==> config.mk <==
export PLATFORM = sky130hd
export DESIGN_NAME = l2_meta_array
export DESIGN_NICKNAME = d
export VERILOG_FILES = /design/src/rtl/l2_meta_pkg.sv /design/src/rtl/l2_flush_seq.sv /design/src/rtl/l2_meta_array.sv
export SDC_FILE = /design/constraint.sdc
export NUM_CORES = 1
export LEC_CHECK = 0
export ABC_CLOCK_PERIOD_IN_PS = 3100
export BUFFER_PORTS_ARGS = -buffer_cell sky130_fd_sc_hd__buf_4
export CAP_MARGIN = 20
export CORE_UTILIZATION = 47
export CTS_CLUSTER_SIZE = 40
export DETAILED_ROUTE_END_ITERATION = 10
export MAX_ROUTING_LAYER = met4
export PLACE_DENSITY = 0.65
export REMOVE_ABC_BUFFERS = 1
export SYNTH_ARGS = -nofsm -noshare
export SYNTH_HDL_FRONTEND = slang
export SYNTH_SLANG_ARGS = --single-unit
==> constraint.sdc <==
create_clock -name clk -period 3.1 [get_ports clk]
set_clock_uncertainty 0.2 [all_clocks]
set_input_delay 0.62 -clock clk [delete_from_list [all_inputs] [get_ports clk]]
set_output_delay 0.62 -clock clk [all_outputs]
set_load 0.1 [all_outputs]
==> src/rtl/l2_meta_pkg.sv <==
// Shared types and helpers for the L2 metadata array.
package l2_meta_pkg;

    // The flush engine is either idle (normal ports live) or walking the sets.
    typedef enum logic {
        IDLE  = 1'b0,
        FLUSH = 1'b1
    } flush_state_t;

    // One-bit masked merge: take the new bit where the mask is set, otherwise
    // keep the stored bit. Applied bit by bit so it is independent of WIDTH,
    // and shared by the write path and the read forwarding path so both
    // always agree on the post-write value.
    function automatic logic mask_merge(
        input logic old_bit,
        input logic new_bit,
        input logic mask_bit
    );
        return mask_bit ? new_bit : old_bit;
    endfunction

endpackage

==> src/rtl/l2_flush_seq.sv <==
// Flush sequencer: walks every set index once, one per cycle, and reports
// busy for exactly 2**S_INDEX cycles. Requests are ignored while walking.
module l2_flush_seq
    import l2_meta_pkg::*;
#(
    parameter int S_INDEX = 4
) (
    input  logic               clk,
    input  logic               rst,
    input  logic               flush,
    output logic               busy,
    output logic               flush_we,
    output logic [S_INDEX-1:0] flush_idx
);

    localparam logic [S_INDEX-1:0] LAST_IDX = {S_INDEX{1'b1}};

    flush_state_t       state_q, state_d;
    logic [S_INDEX-1:0] cnt_q, cnt_d;

    // Next state: start on a request from IDLE, stop after clearing the last set.
    always_comb begin
        state_d = state_q;
        cnt_d   = cnt_q;
        case (state_q)
            IDLE: begin
                if (flush) begin
                    state_d = FLUSH;
                    cnt_d   = '0;
                end
            end
            FLUSH: begin
                if (cnt_q == LAST_IDX) begin
                    state_d = IDLE;
                    cnt_d   = '0;
                end else begin
                    cnt_d = cnt_q + S_INDEX'(1);
                end
            end
            default: begin
                state_d = IDLE;
                cnt_d   = '0;
            end
        endcase
    end

    // State and counter registers; reset aborts any flush in progress.
    always_ff @(posedge clk) begin
        if (rst) begin
            state_q <= IDLE;
            cnt_q   <= '0;
        end else begin
            state_q <= state_d;
            cnt_q   <= cnt_d;
        end
    end

    assign busy      = (state_q == FLUSH);
    assign flush_we  = (state_q == FLUSH);
    assign flush_idx = cnt_q;

endmodule

==> src/rtl/l2_meta_array.sv <==
// L2 metadata array: one masked write port, NUM_RPORTS registered read ports
// with write-to-read forwarding, a per-set valid bitmap, a probe port and a
// set-per-cycle flush engine sharing the single write port.
module l2_meta_array
    import l2_meta_pkg::*;
#(
    parameter int S_INDEX    = 4,
    parameter int WIDTH      = 24,
    parameter int NUM_RPORTS = 2
) (
    input  logic                                clk,
    input  logic                                rst,
    input  logic [NUM_RPORTS-1:0]               read,
    input  logic [NUM_RPORTS-1:0][S_INDEX-1:0]  rindex,
    output logic [NUM_RPORTS-1:0][WIDTH-1:0]    dataout,
    output logic [NUM_RPORTS-1:0]               vout,
    output logic [NUM_RPORTS-1:0][WIDTH-1:0]    dataout_imm,
    input  logic                                load,
    input  logic [S_INDEX-1:0]                  windex,
    input  logic [WIDTH-1:0]                    wmask,
    input  logic [WIDTH-1:0]                    datain,
    input  logic                                flush,
    output logic                                busy,
    input  logic [S_INDEX-1:0]                  pindex,
    output logic [WIDTH-1:0]                    pout,
    output logic                                pvalid
);

    localparam int NUM_SETS = 2 ** S_INDEX;

    // Storage
    logic [WIDTH-1:0]    data_q [NUM_SETS];
    logic [WIDTH-1:0]    data_d [NUM_SETS];
    logic [NUM_SETS-1:0] valid_q, valid_d;

    // Read port registers
    logic [NUM_RPORTS-1:0][WIDTH-1:0] rd_data_q, rd_data_d;
    logic [NUM_RPORTS-1:0]            rd_valid_q, rd_valid_d;

    // Flush engine interface
    logic               flush_we;
    logic [S_INDEX-1:0] flush_idx;

    // Write path: a user write only happens while the flush engine is idle.
    logic             wr_en;
    logic [WIDTH-1:0] wr_old;
    logic [WIDTH-1:0] wr_merged;

    assign wr_en  = load & ~busy;
    assign wr_old = data_q[windex];

    l2_flush_seq #(
        .S_INDEX (S_INDEX)
    ) u_flush (
        .clk       (clk),
        .rst       (rst),
        .flush     (flush),
        .busy      (busy),
        .flush_we  (flush_we),
        .flush_idx (flush_idx)
    );

    // Post-write value of the addressed set, merged bit by bit.
    for (genvar gi = 0; gi < WIDTH; gi++) begin : g_merge
        assign wr_merged[gi] = mask_merge(wr_old[gi], datain[gi], wmask[gi]);
    end

    // Per-set next value: flush clear wins, then user write, else hold.
    for (genvar gi = 0; gi < NUM_SETS; gi++) begin : g_set
        logic set_wr;
        logic set_fl;
        assign set_wr      = wr_en && (windex == S_INDEX'(gi));
        assign set_fl      = flush_we && (flush_idx == S_INDEX'(gi));
        assign data_d[gi]  = set_fl ? '0 : (set_wr ? wr_merged : data_q[gi]);
        assign valid_d[gi] = set_fl ? 1'b0 : (set_wr ? 1'b1 : valid_q[gi]);
    end

    // Storage registers; reset defines every set so nothing reads back as X.
    always_ff @(posedge clk) begin
        if (rst) begin
            for (int i = 0; i < NUM_SETS; i++) begin
                data_q[i] <= '0;
            end
            valid_q <= '0;
        end else begin
            for (int i = 0; i < NUM_SETS; i++) begin
                data_q[i] <= data_d[i];
            end
            valid_q <= valid_d;
        end
    end

    // Per-port read: hold when idle or flushing, forward the merged write on a
    // same-index collision, otherwise capture the stored set.
    for (genvar gi = 0; gi < NUM_RPORTS; gi++) begin : g_rport
        logic rd_en;
        logic fwd;
        assign rd_en = read[gi] && !busy;
        assign fwd   = wr_en && (rindex[gi] == windex);

        assign rd_data_d[gi]  = !rd_en ? rd_data_q[gi]
                              : (fwd ? wr_merged : data_q[rindex[gi]]);
        assign rd_valid_d[gi] = !rd_en ? rd_valid_q[gi]
                              : (fwd ? 1'b1 : valid_q[rindex[gi]]);

        assign dataout_imm[gi] = data_q[rindex[gi]];
    end

    // Read data/valid output registers.
    always_ff @(posedge clk) begin
        if (rst) begin
            rd_data_q  <= '0;
            rd_valid_q <= '0;
        end else begin
            rd_data_q  <= rd_data_d;
            rd_valid_q <= rd_valid_d;
        end
    end

    assign dataout = rd_data_q;
    assign vout    = rd_valid_q;
    assign pout    = data_q[pindex];
    assign pvalid  = valid_q[pindex];

endmodule

==> results of run 1 <==
## cell usage in the layout, fill, tap and decap left out, types with 36 or more instances in the layout
master     synthesis  final
a21o_1            40     40
nor2_1           477    466
edfxtp_1         384    384
buf_12             1    135
a22oi_1           61     46
a21oi_1           39     36
mux4_2           285    285
mux2i_1          176    176
dfxtp_1           71     71
a221oi_2           0     47
buf_6             18     46
nand3_1           39     39
clkbuf_16          0     62
buf_4             56    381
nand2_1           90     86
nor2b_1           39     37
mux2_2            89     89
## power by group through the flow
stage                     clock, mW  sequential [mW]  combinational, mW
after floorplan                   0             7.76               2.78
after global placement            0             7.50               5.16
after detailed placement          0             7.53               5.22
after CTS                      6.54             7.39               5.60
after global routing           6.79             7.45               6.22
final                          6.55             7.42               6.08
## sequential cells by signal (all words and copies together), names as in the netlist
name and cells:
data_q 384, dataout 48, u_flush.busy 1, u_flush.flush_idx 4, valid_q 16, vout 2
## final cells by class
class / count / area, sq um
clock buffers: 74 / 1476
well taps: 837 / 1047
flip-flops and latches: 455 / 12950
diodes: 2 / 5.005
clock inverters: 25 / 286.5
repair buffers: 601 / 6919
inverters: 7 / 26.28
fillers: 4709 / 23140
multi-input cells: 1666 / 16310
## stage by stage
stage | hold WS, ns | setup WS (ns) | utilization [%] | power [mW] | cell area (sq um)
floorplan | 0.2388 | -1.421 | - | 10.54 | 28340
global placement | 0.2490 | -0.3685 | 55.47 | 12.66 | 34490
detailed placement | 0.2535 | -0.2849 | 55.51 | 12.75 | 34510
CTS | 0.04829 | -0.09284 | 60.51 | 19.53 | 37620
global route | 0.06014 | -0.1505 | 62.77 | 20.46 | 39020
finish | 0.05635 | -0.1331 | 62.78 | 20.05 | 39030
## logic make-up (layout without fill, tap and decap cells)
kind of cell    Yosys count  after routing  share of synthesized area [%]
simple gates            684            685                          9.530
mux                     559            559                          31.26
flops                   455            455                          43.54
compound gates          410            410                          10.44
buf+inv                 265            707                          4.828
xor+xnor                  8              8                         0.2355
fa+ha+maj                 4              4                         0.1682
other cells               0              2                              0
## per-layer routing
| metal | wire length (microns) | track usage (%) |
|---|---|---|
| met5 | 0 | - |
| met4 | 7601 | 19.53 |
| met2 | 54760 | 56.24 |
| met3 | 20100 | 13.37 |
| met1 | 43600 | 50.37 |
## timing repair
item                                    4_1_cts  5_1_grt
resized for setup                           194      189
buffers inserted                             45       33
gates cloned                                  7        8
pin swaps                                    10       40
endpoints found under the setup margin       73       71
## worst max path at each step
stage / from / end / cells past startpoint
3_5_place_dp: rindex[1] / dataout_imm[9] / 6
5_1_grt: data_q[15][9] / pout[9] / 3
2_1_floorplan: rindex[5] / dataout_imm[33] / 4
6_report: pindex[0] / pvalid / 7
4_1_cts: data_q[0][9] / pout[9] / 3
3_3_place_gp: windex[3] / data_q[7][18] / 8
## worst register-to-register path: stages, from the launching register on
cell and delay (ns):
dfxtp_1 0.46, nor2b_1 0.27, nand2_1 0.08, nor2_1 0.58, nand3_1 0.19, buf_4 0.37
nor2_1 0.21
==> impl_results.md, run 1 <==
* R2R depth at 6
* Rel. slew slack at 49.58%
* Crit path max-delay cell type: mux4_2
* Cell Count Post-Placement at approximately 3,500
* Layout cell share with drive strength beyond 1 at between 40% and 50%
* Hold EP: u_flush.busy
* Top achievable clock speed at ~310 MHz
* Most frequent CP cell: buf_12
* Comb pwr share at about 30%
* Leakage at about 15 nW
* RR Startpoint: u_flush.busy
* Worst slew pin tran at between 0.7 and 0.8 ns
* Hpwl dp at 79,020 microns
* Fin crit period at between 3 and 4 ns
* Mapped Area at slightly below 0.03 sq mm
* Cell family with most CP delay: multiplexers
* HP Class: in -> reg
* Clock sinks at approximately 460
* Initial Utilization at between 40 and 50%
* Clock slew at reported path FFs at ~0.060 ns
* Final Max Tran Viols at 0
* Flop pwr share at between 30% and 40%
* Vias in the first global route at about 26,000
* Die Wd at roughly 250 microns
* Area Overhead vs Synth at 31.18%
* Net Sw Frac at between 30% and 40%
* H-tree lvl count at 2
* Clock root buffer: clkbuf_16
* GR Overflow Total at 0
* WP data arrival at around 2.4 ns
* I/O Pins at ~190
* Initial DRC count at approximately 3,900
* Seq/Total Area, Yosys at 43.54%
* Tcrit/Tclk final at 104.3%
* Pin count of the biggest net entering global routing at 50
* Worst setup EP type: primary output
* Placer Congestion at approximately 1
* Worst stage delay on the critical path at around 0.56 ns
* Outcome: finished, violations left
* Routed wire length at about 130,000 microns
* 1st-pass router iterations at 7
* Drt wl/cell at around 34 microns
* Cell accounting for the most synthesized area: edfxtp_1
* Crit path cell chain: buf_12 -> buf_12 -> clkbuf_16 -> buf_8 -> mux4_2 -> mux4_2 -> buf_12
* Setup WS post-layout at -0.1331 ns
* Final setup TNS at -1.874 ns
* Sum of buffers and inverters on the critical path at 5
* Worst hold path depth at 3
* Syn Inst Count at 2,385
* Clk pwr share at 32.7%
* CTS tree: built
* Synth warn at 0
* Nets at approximately 2,900
* Final setup violation count at 30
* Core Box Area at 0.06217 sq mm
* Clock Path Buffers at 3
* Initial antenna violation count at 2
* Die height at about 250 microns
* Worst skew pair latency at 0.63 ns
* Asr flop ratio synth at 0%
* Mapped Avg Cell Area at between 10 and 15 sq um
* R2R setup slack at around 0.56 ns
* Synth top area cells: edfxtp_1 (39%), mux4_2 (22%), nor2_1 (6.0%)
* Post-synth top area share at 38.76%
* Ys flop type: edfxtp_1
* Total CTS buffers at 53
* CP Launch Type: input port
* Most common library cells after synthesis: nor2_1 (477), edfxtp_1 (384), mux4_2 (285), mux2i_1 (176), clkbuf_1 (119)
* Crit Path Class: in -> out
* Reg-to-reg endpoint: data_q[5][7]
* First-pass GRT wire length at between 150,000 and 200,000 microns
* Finished Layout Cells at between 3,000 and 4,000
* Synth unique cells at 60
* GR Util All Layers at 39.54%
* Power per standard cell area at roughly 510 mW/mm^2
* Int Pwr at between 10 and 15 mW
* VDD IR max at around 370 uV
* Sw power at between 6 and 7 mW
* Number of enable flip-flop cells after synthesis at around 380
* Number of cell rows at 91
* DRC at 0
* DRT antenna net count at 0
* RSZ-0062 raised after global routing: yes
* Worst Path Max Fanout at 5
* Die ar. at roughly 0.064 sq mm
* Register bit total from synthesis at roughly 460
* Worst hold start: flush
* Top-count cell post-synth: nor2_1
* Input/output buffers at between 150 and 200
* Vias per cell at 7.113
* Cts-stage hold buffer count at 0
* Vias post-DR at 26,080
* CP required at around 2.3 ns
* # Max-Cap Violations at 0
* Failing checks: negative setup slack
* Final-report hold violation count at 0
Note: power is estimated with default switching activity, not from simulation.
==> run 2, diff against run 1 <==
Settings changed: ABC_CLOCK_PERIOD_IN_PS 3100 to 3450, SLEW_MARGIN from default to 20.
Clock period 3.1 ns to 3.45 ns, I/O delays scaled along.
==> run 2 against run 1 <==
Against the previous run:
- the run now ends clean
- combinational power down 23%
- clock power down 10%
- worst hold slack better by 0.057 ns
- power down 14%
- cell count down 4.7%
- utilization down 5.6 points
- global-route usage down 1.9 points
- routed wire length down 6.5%
- sequential share of layout area up 3.2 points
- via count down 5.4%
- non-clock buffer count down 170
- highest routed layer unchanged
==> impl_results.md, run 2 (synthesis results as in run 1) <==
* Die ar. at roughly 0.064 sq mm
* Finished Layout Cells at about 3,500
* Reg-to-reg endpoint: data_q[5][0]
* I/O Pins at 194
* Layout cell share with drive strength beyond 1 at between 30% and 40%
* Worst slew pin tran at around 0.9 ns
* Placer Congestion at between 0.9 and 1
* CP required at approximately 2.6 ns
* GR Overflow Total at 0
* Cell Count Post-Placement at 3,393
* HP Class: in -> reg
* Top achievable clock speed at slightly below 300 MHz
* Clock Path Buffers at 3
* Total CTS buffers at between 50 and 60
* Rel. slew slack at approximately 40%
* Drt wl/cell at between 30 and 40 microns
* Leakage at approximately 14 nW
* Initial DRC count at between 3,000 and 4,000
* CP Launch Type: input port
* Worst Path Max Fanout at 17
* DRT antenna net count at 0
* Clock slew at reported path FFs at about 0.07 ns
* # fillers at 5,094
* Hpwl dp at 76,970 microns
* RSZ-0062 raised after global routing: yes
* Multi-input gate area at 0.01551 sq mm
* Final-report hold violation count at 0
* Reg area at approximately 0.013 sq mm
* RR Startpoint: u_flush.busy
* VDD IR max at ~370 uV
* Crit Path Class: in -> out
* Most frequent cells in the layout: nor2_1 (472), edfxtp_1 (384), buf_4 (333), mux4_2 (285), mux2i_1 (176)
* Outcome: finished clean
* Power per standard cell area at approximately 490 mW/mm^2
* Initial antenna violation count at 1
* Clock root buffer: clkbuf_16
* Die Wd at 253.6 microns
* 1st-pass router iterations at 6
* Die height at 253.6 microns
* Final Max Tran Viols at 0
* Tcrit/Tclk final at ~99%
* Worst hold path depth at 3
* Flip-flop count of the largest register after layout at 384
* Vias in the first global route at roughly 24,000
* Clock sinks at 455
* Hold Worst Slack at 0.1133 ns
* GR Util All Layers at between 30% and 40%
* Setup WS post-layout at between 0.03 and 0.04 ns
* Hold EP: u_flush.busy
* WP data arrival at 2.53 ns
* Initial Utilization at about 48%
* Worst hold start: flush
* Worst setup EP type: primary output
* DRC at 0
* H-tree lvl count at 2
* Nets at approximately 2,700
* Final setup violation count at 0
* First-pass GRT wire length at approximately 170,000 microns
* Cts-stage hold buffer count at 0
* Input/output buffers at about 190
* Commonest non-fill, non-tap cell in the layout: nor2_1
* Fin crit period at around 3.4 ns
* Number of cell rows at 91
* CTS tree: built
* Place WS at -0.09418 ns
* Worst skew pair latency at around 0.63 ns
* Area Overhead vs Synth at 19.52%
* R2R setup slack at 0.86 ns
* Biggest register: data_q
* Pin count of the biggest net entering global routing at 45
* # Max-Cap Violations at 0
* Vias per cell at about 7.1
* Core Box Area at about 0.062 sq mm
* Routed wire length at about 120,000 microns
* Vias post-DR at between 20,000 and 25,000
* R2R depth at 6
run 2: cell types whose count changed in the layout (fill, tap and decap cells not counted), moves of 8 or more:
cell	previous run	this run
buf_4	381	333
clkinv_1	7	16
buf_6	46	27
o21ai_1	8	27
a22oi_1	46	61
o21ai_2	29	5
buf_16	11	3
a221oi_4	12	0
buf_12	135	65
buf_8	18	0
a22oi_2	15	0
a221oi_1	20	72
a221oi_2	47	7
run 2: per-layer routing:
layer  routed length (microns)  track usage, %  vias to the layer above
met5                         0               -                        -
met4                      5944           17.51                        0
met3                     17600           11.91                      381
met2                     51810           53.73                     2106
met1                     42540           48.79                    12310
li1                          -               -                     9869
run 2: repair_timing:
action,4_1_cts,5_1_grt
resized for setup,7,49
buffers inserted,0,1
cloned,1,1
pin swaps,1,0
setup endpoints to repair,5,36
run 2: worst max path at each step:
stage,start,endpoint,slack [ns],depth (start not counted)
floorplan,rindex[5],dataout_imm[33],-1.21,4
global placement,rindex[0],dataout_imm[13],-0.06,8
detailed placement,rindex[3],dataout_imm[11],-0.09,7
CTS,rindex[3],dataout_imm[16],0.009,7
global route,rindex[4],dataout_imm[35],-0.02,7
finish,pindex[0],pvalid,0.03,6
run 2: report_power, final:
group          switching [mW]  total, mW  leakage [nW]  internal [mW]
logic                    3.06       4.70          8.46           1.64
registers               0.333       6.66          4.54           6.33
clock network            2.41       5.89         0.850           3.49
total                    5.80       17.3          13.8           11.5
run 2: cell type report:
type	count	share of cell area (%)
Antenna cell	2	0.01408
Clock buffer	64	3.966
Clock inverter	33	1.024
Inverter	7	0.08445
Multi-Input combinational cell	1666	43.61
Sequential cell	455	36.43
Tap cell	837	2.945
Timing Repair Buffer	431	11.93
run 2: metrics by stage:
| stage | utilization, % | setup TNS, ns | power (mW) | cell area [sq um] |
|---|---|---|---|---|
| finish | 57.20 | 0 | 17.26 | 35560 |
| global route | 57.19 | -0.04501 | 17.64 | 35550 |
| CTS | 56.84 | 0 | 17.13 | 35340 |
| detailed placement | 53.94 | -0.2122 | 11.31 | 33540 |
| global placement | 53.94 | -0.07484 | 11.24 | 33540 |
| floorplan | - | -57.32 | 9.474 | 28340 |
run 2: critical path, cell delays in order:
cell and delay, ns:
buf_6 0.10, buf_12 0.19, buf_4 0.18, mux4_2 0.53, mux4_2 0.55, buf_4 0.26
